[config.mk]
export PLATFORM = sky130hd
export DESIGN_NAME = seven_segment_scan_capture_flat
export DESIGN_NICKNAME = d
export VERILOG_FILES = /design/src/rtl/seven_segment_scan_capture_if.sv /design/src/rtl/seven_segment_scan_capture.sv /design/src/flat_wrapper.sv
export SDC_FILE = /design/constraint.sdc
export NUM_CORES = 1
export LEC_CHECK = 0
export CORE_ASPECT_RATIO = 1.25
export CORE_MARGIN = 2
export CORE_UTILIZATION = 30
export CTS_CLUSTER_DIAMETER = 50
export DETAILED_ROUTE_END_ITERATION = 6
export SYNTH_ARGS = -nofsm -noshare
export SYNTH_HDL_FRONTEND = slang
export SYNTH_SLANG_ARGS = --single-unit
[constraint.sdc]
create_clock -name clk -period 3.5 [get_ports clk]
set_clock_uncertainty 0.05 [all_clocks]
set_input_delay 0.525 -clock clk [delete_from_list [all_inputs] [get_ports clk]]
set_output_delay 0.525 -clock clk [all_outputs]
set_load 0.05 [all_outputs]
[src/rtl/seven_segment_scan_capture_if.sv]
// Scanned seven-segment display bus as seen by the capture block.
// The master drives the segment lines and tube selects. The slave returns the
// recovered digits, the status pulses and a debug view of its stability state.
//
// Handshake: this bus has no valid/ready pair. seg_in and tub_sel_in are
// level signals, sampled on every rising clk edge. A {seg_in, tub_sel_in}
// pair counts as a transfer only once it has stayed unchanged long enough to
// be committed. frame_done and err are one-cycle registered pulses, and the
// receiver is expected to accept them unconditionally.
interface seven_segment_scan_capture_if #(
    parameter int NUM_DIGITS = 8
);
    logic [7:0]              seg_in;
    logic [NUM_DIGITS-1:0]   tub_sel_in;
    logic [4*NUM_DIGITS-1:0] digits_out;
    logic [NUM_DIGITS-1:0]   digit_valid;
    logic                    frame_done;
    logic                    err;
    logic [NUM_DIGITS-1:0]   dp_out;
    logic                    hold_dbg;

    modport master (
        output seg_in,
        output tub_sel_in,
        input  digits_out,
        input  digit_valid,
        input  frame_done,
        input  err,
        input  dp_out,
        input  hold_dbg
    );

    modport slave (
        input  seg_in,
        input  tub_sel_in,
        output digits_out,
        output digit_valid,
        output frame_done,
        output err,
        output dp_out,
        output hold_dbg
    );
endinterface

[src/rtl/seven_segment_scan_capture.sv]
// seven_segment_scan_capture: recovers per-tube BCD digits from a multiplexed
// seven-segment bus. A {seg, sel} pair is committed once it has been seen
// unchanged on STABLE_CYCLES+1 consecutive edges. That rule filters scan
// glitches and short pulses.
// Optional build macro CAPTURE_DP_EN: when defined, the decimal point
// (seg_in[0]) is captured per tube into dp_out. When it is undefined, dp_out
// stays 0 and seg_in[0] is masked off before sampling, so it cannot disturb
// stability.
// State TRACK/HOLD is exposed on bus.hold_dbg (1 = HOLD).
module seven_segment_scan_capture #(
    parameter int NUM_DIGITS    = 8,
    parameter int STABLE_CYCLES = 4
) (
    input logic clk,
    input logic rst,
    seven_segment_scan_capture_if.slave bus
);

    typedef enum logic {TRACK = 1'b0, HOLD = 1'b1} state_t;

    localparam logic [7:0] STABLE_MAX = 8'(STABLE_CYCLES);

`ifdef CAPTURE_DP_EN
    localparam logic [7:0] SEG_MASK = 8'hFF;
`else
    localparam logic [7:0] SEG_MASK = 8'hFE;
`endif

    // Returns {unrecognised, digit}. A blank tube decodes to F without error.
    function automatic logic [4:0] decode_seg(input logic [6:0] pat);
        case (pat)
            7'b1111110: decode_seg = {1'b0, 4'd0};
            7'b0110000: decode_seg = {1'b0, 4'd1};
            7'b1101101: decode_seg = {1'b0, 4'd2};
            7'b1111001: decode_seg = {1'b0, 4'd3};
            7'b0110011: decode_seg = {1'b0, 4'd4};
            7'b1011011: decode_seg = {1'b0, 4'd5};
            7'b1011111: decode_seg = {1'b0, 4'd6};
            7'b1110000: decode_seg = {1'b0, 4'd7};
            7'b1111111: decode_seg = {1'b0, 4'd8};
            7'b1111011: decode_seg = {1'b0, 4'd9};
            7'b0000000: decode_seg = {1'b0, 4'hF};
            default:    decode_seg = {1'b1, 4'hE};
        endcase
    endfunction

    state_t                  state_q, state_d;
    logic [7:0]              cur_seg_q;
    logic [NUM_DIGITS-1:0]   cur_sel_q;
    logic [7:0]              cnt_q, cnt_d;
    logic [NUM_DIGITS-1:0]   seen_q, seen_d;
    logic [4*NUM_DIGITS-1:0] digits_q, digits_d;
    logic [NUM_DIGITS-1:0]   valid_q, valid_d;
    logic [NUM_DIGITS-1:0]   dp_q, dp_d;
    logic                    frame_q, frame_d;
    logic                    err_q, err_d;

    logic [7:0]            seg_s;
    logic                  match;
    logic                  commit;
    logic                  sel_any;
    logic                  sel_multi;
    logic [4:0]            dec;
    logic [NUM_DIGITS-1:0] seen_next;

    assign seg_s     = bus.seg_in & SEG_MASK;
    assign match     = (seg_s == cur_seg_q) && (bus.tub_sel_in == cur_sel_q);
    assign commit    = match && (cnt_q == STABLE_MAX - 8'd1);
    assign sel_any   = |cur_sel_q;
    assign sel_multi = (cur_sel_q & (cur_sel_q - NUM_DIGITS'(1))) != '0;
    assign dec       = decode_seg(cur_seg_q[7:1]);

    // Next-state: stability counter, then commit decode into the digit bank.
    always_comb begin
        cnt_d     = cnt_q;
        state_d   = state_q;
        seen_d    = seen_q;
        digits_d  = digits_q;
        valid_d   = valid_q;
        dp_d      = dp_q;
        frame_d   = 1'b0;
        err_d     = 1'b0;
        seen_next = seen_q | cur_sel_q;

        if (!match) begin
            cnt_d = 8'd0;
        end else if (cnt_q != STABLE_MAX) begin
            cnt_d = cnt_q + 8'd1;
        end
        state_d = (cnt_d == STABLE_MAX) ? HOLD : TRACK;

        if (commit && sel_any) begin
            if (sel_multi) begin
                err_d = 1'b1;
            end else begin
                for (int i = 0; i < NUM_DIGITS; i++) begin
                    if (cur_sel_q[i]) begin
                        digits_d[4*i +: 4] = dec[3:0];
                        valid_d[i]         = 1'b1;
`ifdef CAPTURE_DP_EN
                        dp_d[i]            = cur_seg_q[0];
`endif
                    end
                end
                err_d = dec[4];
                if (seen_next == '1) begin
                    frame_d = 1'b1;
                    seen_d  = '0;
                end else begin
                    seen_d = seen_next;
                end
            end
        end
    end

    // State, sample and output registers; async reset discards partial stability.
    always_ff @(posedge clk or posedge rst) begin
        if (rst) begin
            state_q   <= TRACK;
            cur_seg_q <= 8'd0;
            cur_sel_q <= '0;
            cnt_q     <= 8'd0;
            seen_q    <= '0;
            digits_q  <= {NUM_DIGITS{4'hF}};
            valid_q   <= '0;
            dp_q      <= '0;
            frame_q   <= 1'b0;
            err_q     <= 1'b0;
        end else begin
            state_q   <= state_d;
            cur_seg_q <= seg_s;
            cur_sel_q <= bus.tub_sel_in;
            cnt_q     <= cnt_d;
            seen_q    <= seen_d;
            digits_q  <= digits_d;
            valid_q   <= valid_d;
            dp_q      <= dp_d;
            frame_q   <= frame_d;
            err_q     <= err_d;
        end
    end

    assign bus.digits_out  = digits_q;
    assign bus.digit_valid = valid_q;
    assign bus.dp_out      = dp_q;
    assign bus.frame_done  = frame_q;
    assign bus.err         = err_q;
    assign bus.hold_dbg    = (state_q == HOLD);

endmodule

[src/flat_wrapper.sv]
// flat-port wrapper written by rule: the top's interface ports become plain ports
module seven_segment_scan_capture_flat 
#(
    parameter int NUM_DIGITS    = 8,
    parameter int STABLE_CYCLES = 4
)
  (clk, rst, bus_seg_in, bus_tub_sel_in, bus_digits_out, bus_digit_valid, bus_frame_done, bus_err, bus_dp_out, bus_hold_dbg);
  seven_segment_scan_capture_if #(.NUM_DIGITS(NUM_DIGITS)) bus_i ();
  input logic clk;
  input logic rst;
  input wire logic [$bits(bus_i.seg_in)-1:0] bus_seg_in;
  input wire logic [$bits(bus_i.tub_sel_in)-1:0] bus_tub_sel_in;
  output wire logic [$bits(bus_i.digits_out)-1:0] bus_digits_out;
  output wire logic [$bits(bus_i.digit_valid)-1:0] bus_digit_valid;
  output wire logic [$bits(bus_i.frame_done)-1:0] bus_frame_done;
  output wire logic [$bits(bus_i.err)-1:0] bus_err;
  output wire logic [$bits(bus_i.dp_out)-1:0] bus_dp_out;
  output wire logic [$bits(bus_i.hold_dbg)-1:0] bus_hold_dbg;
  assign bus_i.seg_in = bus_seg_in;
  assign bus_i.tub_sel_in = bus_tub_sel_in;
  assign bus_digits_out = bus_i.digits_out;
  assign bus_digit_valid = bus_i.digit_valid;
  assign bus_frame_done = bus_i.frame_done;
  assign bus_err = bus_i.err;
  assign bus_dp_out = bus_i.dp_out;
  assign bus_hold_dbg = bus_i.hold_dbg;
  seven_segment_scan_capture #(.NUM_DIGITS(NUM_DIGITS), .STABLE_CYCLES(STABLE_CYCLES)) u_core (.clk(clk), .rst(rst), .bus(bus_i));
endmodule
==> metrics.json <==
{
  "outcome": "completed",
  "detail_route.drc_violations": 0,
  "vias_per_cell": 4.76,
  "cp_slowest_cell": "or4_4",
  "layout.cells.non_filler": 484,
  "dp.final_hpwl_um": 5280,
  "die_w_um": 100,
  "cp_startpoint_kind": "input pin",
  "reg2reg_slack_ns": 0.90,
  "ys_dominant_reg_cell": "dfrtp_1",
  "timing.final.hold_violations": 0,
  "timing.final.crit_share_pct": 74.3,
  "ctsRootBufferMaster": "clkbuf_16",
  "crit-reg2reg-launch": "u_core.cur_seg_q[1]$_DFF_PP0_",
  "globalRouteOverflowTotal": 0,
  "critical_path.max_fanout": 14,
  "tritoncts": "done",
  "synth_seq_cells": 74,
  "io_buffer_count": 59,
  "crit_chain": "clkdlybuf4s50_1 -> xor2_1 -> nor4_1 -> nand3_1 -> buf_4 -> or4_4 -> o21a_1",
  "dr.pass1.iters": 4,
  "worst-setup-path-type": "input pin to flop",
  "synth_cell_types": 47,
  "timing.max_cap.violations": 0,
  "grt_antenna_before_repair": 0,
  "yosysTopAreaCell": "dfrtp_1",
  "synthesis.area_mm2": 0.00345,
  "clock_sinks": 74,
  "route.antenna.remaining_nets": 0,
  "worst_slew_pin_slew_ns": 0.933,
  "irDropWorstVdd_mv": 0.269,
  "worst_setup_path_end_kind": "flop",
  "setup_tns_after_final_layout_ns": 0,
  "cts_hold_buf": 0,
  "total_power_mw": 1.88,
  "crit_start": "bus_tub_sel_in[3]",
  "fin_crit_ns": 2.60,
  "mapped_cells": 280,
  "synth_enable_flop_cells": 0,
  "rsz0062_at_grt": "false",
  "cts.repair.resized": 0,
  "rows": 43,
  "dpl_worst_slack_ns": 0.535,
  "layout-drive-gt1-share_pct": 19.5,
  "grt_max_degree": 27,
  "crit_path_max_incr_delay_ns": 0.65,
  "required_ns": 3.66,
  "wl_met2_um": 3700,
  "synthTopCellsByCount": "42 x dfrtp_1, 32 x dfstp_2, 32 x mux2_1",
  "critical_path_sink": "u_core.seen_q[7]$_DFFE_PP0P_",
  "cts.reportedPaths.clkPinSlew_ns": 0.06,
  "post-synth-top-area-fraction_pct": 30.4,
  "floorplan.core_area_mm2": 0.0111,
  "wl_per_cell_um": 15.4,
  "cts-buffers-inserted": 9,
  "post_place_cells": 468,
  "wirelength_um": 7430,
  "finalHoldWorstSlack_ns": 0.410,
  "initial_core_util_pct": 31.0,
  "synthArstFlopShare_pct": 100,
  "finalWorstSetupSlack_ns": 0.898,
  "fp.dieArea_mm2": 0.0124,
  "max_freq_mhz": 384,
  "timing.slew.headroom_pct": 37.5,
  "worstHoldPathType": "flop to flop",
  "top_level_ports": 69,
  "setup_viol": 0,
  "clk_latency_ns": 0.32,
  "cts_max_path_buffers": 2,
  "yosys.cell_count.top_type": "dfrtp_1",
  "globalplace.congestion": 0.773,
  "reg2reg_depth": 7,
  "via_count_of_the_first_global_routing_pass": 2357,
  "critPathBufInv": 2,
  "global_route.usage.total_pct": 12.8,
  "yosys-top-cells-area": "dfrtp_1 30%, dfstp_2 24%, mux2_1 10%",
  "grt_first_pass_wirelength_um": 12000,
  "critical-path-top-delay-family": "simple AND/OR/NAND/NOR gates",
  "final_max_slew_viol_count": 0,
  "insertedDiodeCount": 0,
  "syn_avg_cell_area_um2": 12.3,
  "routed-wl-met3_um": 313,
  "portion_of_the_post_synthesis_area_used_by_sequential_elements_pct": 54.8,
  "via_count_of_the_routed_design": 2304,
  "drtIter0Drc": 89,
  "design.final.nets": 364,
  "worstPathArrival_ns": 2.76,
  "regToRegEndpoint": "u_core.bus.digits_out[25]$_DFFE_PP1P_",
  "top_layer": "met4",
  "cellLeakagePower_nw": 1.95,
  "wl_met1_um": 3320,
  "cellPowerDensity_mw_per_mm2": 421,
  "count_of_buffers_added_by_post_cts_timing_repair_for_setup": 0,
  "areaGrowthSynthToFinish_pct": 29.4,
  "critical_path_depth": 7,
  "cts_max_level": 3,
  "yosysWarningCount": 0,
  "die_height_um": 124
}
## final cells by class
cell class	instances	area, um^2
clock buffers	11	264
inverters	7	26.3
fillers	1059	6670
repair buffers	64	628
well taps	135	169
flip-flops and latches	74	1890
multi-input cells	188	1460
clock inverters	5	35.0
## sequential cells by signal, summed over array words and instances (netlist names)
register	cells
u_core.bus.hold_dbg	1
u_core.bus.err	1
u_core.seen_q	8
u_core.cur_seg_q	7
u_core.cnt_q	8
u_core.cur_sel_q	8
u_core.bus.digits_out	32
u_core.bus.frame_done	1
u_core.bus.digit_valid	8
## metal layers
| metal | GRT usage (%) | vias up |
|---|---|---|
| li1 | - | 1102 |
| met1 | 16.2 | 1154 |
| met2 | 21.3 | 42 |
| met3 | 3.31 | 6 |
| met4 | 4.62 | 0 |
| met5 | 0 | - |
## power breakdown
group | switching [mW] | internal [mW] | total (mW)
clock | 0.349 | 0.543 | 0.892
sequential | 0.0223 | 0.866 | 0.889
combinational | 0.0634 | 0.0372 | 0.101
total | 0.434 | 1.45 | 1.88
## stage by stage
stage	util (%)	instance area (um^2)
detailed placement	37.4	4170
global placement	37.4	4170
CTS	40.1	4470
global route	40.1	4470
floorplan	-	3480
finish	40.1	4470
## cells in the final DEF, fill, tap and decap left out, drive strengths merged, types with 3 or more instances in the layout
cell type	instances
nor4	4
dfrtp	42
clkinv	3
nand2	15
or2	8
clkdlybuf4s50	59
a21oi	4
xnor2	9
xor2	15
dfstp	32
nor2	17
buf	5
o21a	9
nand3	10
mux2	32
inv	8
a211oi	4
o22ai	6
clkbuf	11
o21ai	3
or4	3
conb	8
nor3	14
## cells by family after synthesis
kind of cell    Yosys count  share of synthesized area (%)
other cells               1                          0.109
flops                    74                           54.8
buf+inv                  25                           3.84
fa+ha+maj                 2                          0.725
xor+xnor                 24                           6.09
mux                      32                           10.4
simple gates             84                           15.4
compound gates           38                           8.62
## how the worst min path moves through the flow
stage | startpoint | end | slack [ns] | depth (start not counted)
after floorplan | u_core.seen_q[7]$_DFFE_PP0P_ | u_core.seen_q[7]$_DFFE_PP0P_ | 0.41 | 1
after global placement | u_core.bus.digit_valid[5]$_DFFE_PP0P_ | u_core.bus.digit_valid[5]$_DFFE_PP0P_ | 0.40 | 1
after detailed placement | u_core.bus.digit_valid[2]$_DFFE_PP0P_ | u_core.bus.digit_valid[2]$_DFFE_PP0P_ | 0.40 | 1
after CTS | u_core.bus.digit_valid[2]$_DFFE_PP0P_ | u_core.bus.digit_valid[2]$_DFFE_PP0P_ | 0.42 | 1
after global routing | u_core.bus.digit_valid[6]$_DFFE_PP0P_ | u_core.bus.digit_valid[6]$_DFFE_PP0P_ | 0.44 | 1
final | u_core.bus.digit_valid[2]$_DFFE_PP0P_ | u_core.bus.digit_valid[2]$_DFFE_PP0P_ | 0.41 | 1
No activity file was read; power rests on OpenSTA's default activity.
